File: src/rtl/cache_refill_ctrl.sv
// Direct-mapped cache refill controller: serves hits in one cycle and refills whole lines over a req/gnt + rvalid memory handshake.
// Optional hit/miss statistics counters are built when the CACHE_STATS_EN macro is defined.
module cache_refill_ctrl #(
   parameter int TAG_W  = 28,
   parameter int LINE_W = 2,
   parameter int WORD_W = 2,
   parameter int DATA_W = 32
`ifdef CACHE_STATS_EN
   ,
   parameter int CNT_W  = 16
`endif
) (
   input  logic                                  clk,
   input  logic                                  rst,
   input  logic                                  hit,
   input  logic                                  miss,
   input  logic [TAG_W-1:0]                      tag_in,
   input  logic [LINE_W-1:0]                     lineid_in,
   input  logic [WORD_W-1:0]                     wordid_in,
   input  logic                                  flush,
   output logic [(1<<LINE_W)-1:0][TAG_W-1:0]     tag_ctrl,
   output logic [(1<<LINE_W)-1:0]                valid_ctrl,
   output logic [DATA_W-1:0]                     cpu_rdata,
   output logic                                  cpu_rvalid,
   output logic                                  cpu_stall,
   output logic                                  mem_req,
   output logic [31:0]                           mem_addr,
   input  logic                                  mem_gnt,
   input  logic                                  mem_rvalid,
   input  logic [DATA_W-1:0]                     mem_rdata
`ifdef CACHE_STATS_EN
   ,
   output logic [CNT_W-1:0]                      hit_count,
   output logic [CNT_W-1:0]                      miss_count
`endif
);

   localparam int LINES = 1 << LINE_W;
   localparam int WORDS = 1 << WORD_W;

   typedef enum logic [2:0] {IDLE, REQ, WAIT, COMMIT, RESP} state_t;

   state_t              state;
   logic [TAG_W-1:0]    req_tag;
   logic [LINE_W-1:0]   req_line;
   logic [WORD_W-1:0]   req_word;
   logic [WORD_W-1:0]   word_ctr;
   logic [DATA_W-1:0]   data_mem [LINES][WORDS];

   assign cpu_stall = (state != IDLE);
   assign mem_req   = (state == REQ);
   assign mem_addr  = 32'({req_tag, req_line, word_ctr});

   // Control FSM; the line becomes valid only in COMMIT, after every word has landed.
   always_ff @(posedge clk) begin
      if (rst) begin
         state      <= IDLE;
         valid_ctrl <= '0;
         tag_ctrl   <= '0;
         cpu_rvalid <= 1'b0;
         cpu_rdata  <= '0;
         word_ctr   <= '0;
         req_tag    <= '0;
         req_line   <= '0;
         req_word   <= '0;
      end else begin
         cpu_rvalid <= 1'b0;
         case (state)
            IDLE: begin
               if (flush) begin
                  valid_ctrl <= '0;
               end else if (miss) begin
                  req_tag  <= tag_in;
                  req_line <= lineid_in;
                  req_word <= wordid_in;
                  word_ctr <= '0;
                  state    <= REQ;
               end else if (hit) begin
                  cpu_rvalid <= 1'b1;
                  cpu_rdata  <= data_mem[lineid_in][wordid_in];
               end
            end
            REQ: begin
               if (mem_gnt) state <= WAIT;
            end
            WAIT: begin
               if (mem_rvalid) begin
                  if (word_ctr == WORD_W'(WORDS - 1)) begin
                     state <= COMMIT;
                  end else begin
                     word_ctr <= word_ctr + WORD_W'(1);
                     state    <= REQ;
                  end
               end
            end
            COMMIT: begin
               tag_ctrl[req_line]   <= req_tag;
               valid_ctrl[req_line] <= 1'b1;
               cpu_rvalid           <= 1'b1;
               cpu_rdata            <= data_mem[req_line][req_word];
               state                <= RESP;
            end
            RESP: begin
               state <= IDLE;
            end
            default: begin
               state <= IDLE;
            end
         endcase
      end
   end

   // Data array carries no reset; writes are gated so a reset mid-refill cannot land a late word.
   always_ff @(posedge clk) begin
      if (!rst && state == WAIT && mem_rvalid) begin
         data_mem[req_line][word_ctr] <= mem_rdata;
      end
   end

`ifdef CACHE_STATS_EN
   // Saturating counters of hits served and misses accepted; flush leaves them alone.
   always_ff @(posedge clk) begin
      if (rst) begin
         hit_count  <= '0;
         miss_count <= '0;
      end else if (state == IDLE && !flush) begin
         if (miss) begin
            if (miss_count != '1) miss_count <= miss_count + CNT_W'(1);
         end else if (hit) begin
            if (hit_count != '1) hit_count <= hit_count + CNT_W'(1);
         end
      end
   end
`endif

endmodule

File: config.mk
export PLATFORM = sky130hd
export DESIGN_NAME = cache_refill_ctrl
export DESIGN_NICKNAME = d
export VERILOG_FILES = /design/src/rtl/cache_refill_ctrl.sv
export SDC_FILE = /design/constraint.sdc
export NUM_CORES = 1
export LEC_CHECK = 0
export CAP_MARGIN = 10
export CORE_ASPECT_RATIO = 1.4
export CORE_MARGIN = 3
export CORE_UTILIZATION = 35
export CTS_BUF_LIST = sky130_fd_sc_hd__clkbuf_8
export DETAILED_ROUTE_END_ITERATION = 10
export PLACE_DENSITY = 0.62
export SLEW_MARGIN = 20
export SYNTH_ARGS = -nofsm -noshare
export SYNTH_HDL_FRONTEND = slang
export SYNTH_SLANG_ARGS = --single-unit
File: constraint.sdc
create_clock -name clk -period 4.91 [get_ports clk]
set_input_delay 0.491 -clock clk [delete_from_list [all_inputs] [get_ports clk]]
set_output_delay 0.491 -clock clk [all_outputs]
set_load 0.01 [all_outputs]
==> impl_metrics.py <==
metrics = {
    "outcome": {
        "status": "completed",
    },
    "logic_synthesis": {
        "postSynthCellCount": 2199,
        "ys_seq_elements": 700,
        "synth.distinct_cells": 45,
        "synth_area_sq_um": 30900,
        "synth_top_area_share_pct": 49.8,
        "syn_nets": 2274,
        "postSynthAreaPerCell_sq_um": 14.1,
        "synthAdderAreaFrac_pct": 0.162,
        "yosysSeqAreaShare_pct": 61.9,
        "ys_top_cells_by_area": "edfxtp_1 50%, dfxtp_1 12%, mux2i_1 10%",
        "synth_largest_area_cell": "edfxtp_1",
        "synth_edf_count": 512,
        "synth_compound_area_share_pct": 11.4,
        "synth_mux_area_share_pct": 18.8,
        "synth_simple_gate_area_share_pct": 4.53,
        "async_reset_ff_share_pct": 0,
        "synth_xor_area_share_pct": 0,
        "synth_top_family_by_area": "multiplexers",
        "yosysWarnings": 0,
        "synth-main-ff-cell": "edfxtp_1",
    },
    "layout": {
        "area_growth_pct": 19.2,
        "final_common_cell": "edfxtp_1",
        "fillers": 7919,
        "fin_area_sq_um": 36800,
        "drive_gt1_share_pct": 15.3,
        "layout_common_cells": "512 x edfxtp_1, 321 x mux2i_1, 292 x nand2_1",
        "layout.nets": 2514,
    },
    "setup_path": {
        "worst_ep_required_time_ns": 5.29,
        "reg2reg_from": "state[1]",
        "cp_top_family": "simple AND/OR/NAND/NOR gates",
        "path_buf_inv": 1,
        "critPathSlowestCell": "nor2_4",
        "critPathArrivalTime_ns": 3.76,
        "crit_chain": "or3b_2 > nor3b_1 > nand2_1 > nor2_4 > buf_4",
        "worstSetupPathType": "register to register",
        "cpPeakStageDelay_ns": 0.72,
        "cp_max_fo": 17,
        "end_kind": "register",
        "start_kind": "register",
        "r2r_slack_ns": 1.53,
        "worstSetupStartpoint": "state[1]",
    },
    "clock_tree": {
        "worstSkewPairLatency_ns": 0.74,
        "cts_root_buf": "clkbuf_8",
        "cts-resized-gates": 0,
        "clockBufferDepth": 3,
        "htree_num_levels": 3,
        "cts_post_setup_buffers_inserted": 0,
        "clock_sinks": 700,
        "tritoncts": "built",
        "cts_inserted_buffers": 103,
        "cts-hold-fix-buffers": 0,
        "clk_pin_slew_ns": 0.07,
    },
    "placed_design": {
        "place_congestion": 0.827,
        "hpwl_microns": 55900,
        "postPlaceCellArea_sq_um": 34800,
        "io_buffer_count": 253,
    },
    "route": {
        "wl_per_cell_microns": 25.2,
        "vias": 20600,
        "dr.pass1.iters": 7,
        "route.detailed.drc": 0,
        "routed_via_density": 5.56,
        "first_iter_violations": 1728,
        "routed_wl_microns": 93300,
        "drtAntennaViolNets": 0,
    },
    "floorplanning": {
        "num_rows": 128,
        "core-area_sq_um": 87300,
        "start_util_pct": 35.4,
        "io_pins": 254,
        "die_width_microns": 257,
        "die_area_sq_um": 91900,
        "dieHeight_microns": 358,
    },
    "worst_hold_path": {
        "min_path_type": "input port to register",
        "hold_start": "tag_in[13]",
    },
    "sta": {
        "finalSetupViolations": 0,
        "period_share_pct": 68.8,
        "fin_worst_skew_ns": 0.0315,
        "tns_ns": 0,
        "fmax_mhz": 296,
        "worst_slew_pin_slew_ns": 1.19,
        "finalHoldViolations": 0,
        "relSlewSlack_pct": 20.6,
        "grt_setup_unrepaired": "no",
        "period_minus_slack_ns": 3.38,
        "slew_violations": 0,
    },
    "global_routing": {
        "grt_overflow_total": 0,
        "grt_util_all_layers_pct": 19.7,
        "antenna_found_initial": 5,
        "grt_pass1_wl_microns": 137000,
        "grt_pass1_vias": 21700,
        "grt_max_degree": 85,
    },
    "power": {
        "powerDensity_nw_per_um2": 324,
        "p_leak_nw": 11.5,
        "vdd_drop_max_mv": 0.223,
    },
    "job": {
        "max-cap-violations": 0,
    },
}
==> flip-flops by register name, summed over array words and instances, names as in the netlist, named ones only <==
name / flops
word_ctr: 2
valid_ctrl: 4
req_line: 2
data_mem: 512
req_tag: 28
cpu_rdata: 32
tag_ctrl: 112
state: 3
req_word: 2
cpu_rvalid: 1
==> worst paths after layout <==
kind                      endpoint  cells past startpoint
setup / recovery  data_mem[2][122]                      5
hold / removal         req_tag[13]                      3
setup reg to reg  data_mem[2][122]                      5
hold reg to reg        tag_ctrl[7]                      2
==> cell usage after synthesis (2+ instances only) <==
library cell,n
clkinv_1,2
ha_1,4
nand2b_1,5
buf_4,5
buf_6,9
inv_1,5
nand2_1,293
dfxtp_1,188
nor2b_1,6
clkbuf_1,93
o41ai_1,20
a21oi_1,243
or3_1,2
nor2_1,21
nand3_1,2
buf_2,59
mux4_1,17
o41ai_2,14
o21a_1,4
and2_1,3
a22oi_1,128
buf_1,7
nor3_1,7
a221oi_1,18
a2bb2oi_1,32
edfxtp_1,512
nor3b_1,3
o211ai_1,32
mux2_2,32
mux2i_1,321
buf_12,7
a221oi_2,14
mux4_2,79
==> worst min-delay path, stage by stage <==
cell and delay [ns]:
clkdlybuf4s50_1 0.39, nand2_1 0.06, a21oi_1 0.05
==> stage by stage <==
step / power, mW / instances / setup slack, ns / hold WS (ns) / utilization [%]
floorplan: 7.03 / 2199 / 0.836 / 0.444 / -
global placement: 7.34 / 3499 / 1.48 / 0.442 / 39.7
detailed placement: 7.36 / 3503 / 1.43 / 0.448 / 39.8
CTS: 12.0 / 3699 / 1.56 / 0.237 / 42.2
global route: 12.3 / 3702 / 1.36 / 0.290 / 42.2
finish: 11.9 / 3704 / 1.53 / 0.293 / 42.2
==> cell families after synthesis <==
logic type                 Yosys count
DFF                                700
AOI/OAI and AO/OA                  509
muxes                              449
and+or+nand+nor                    349
buffers and inverters              188
adders and majority gates            4
==> layout make-up <==
cell class | count | area (sq um) | share of cell area [%]
Sequential cell | 700 | 19100 | 52.0
Multi-Input combinational cell | 1311 | 11000 | 29.8
Timing Repair Buffer | 316 | 3180 | 8.63
Clock buffer | 111 | 1530 | 4.15
Tap cell | 1170 | 1460 | 3.97
Clock inverter | 85 | 513 | 1.39
Inverter | 7 | 26.3 | 0.0713
Antenna cell | 4 | 10.0 | 0.0272
==> per-layer routing <==
metal  up-vias  part of all wire [%]  GRT usage, %
met5         -                 0.014             0
met4         2                   4.2          9.16
met3       232                   8.1          4.83
met2       865                    50          34.3
met1     10400                    38          23.1
li1       9078                     -             -
==> power by group <==
group / leakage (nW) / switching, mW / internal (mW)
clock network: 1.15 / 2.32 / 2.37
registers: 6.12 / 0.0552 / 6.36
logic: 4.24 / 0.465 / 0.357
total: 11.5 / 2.84 / 9.09
Power figures use the tool's default switching activity.
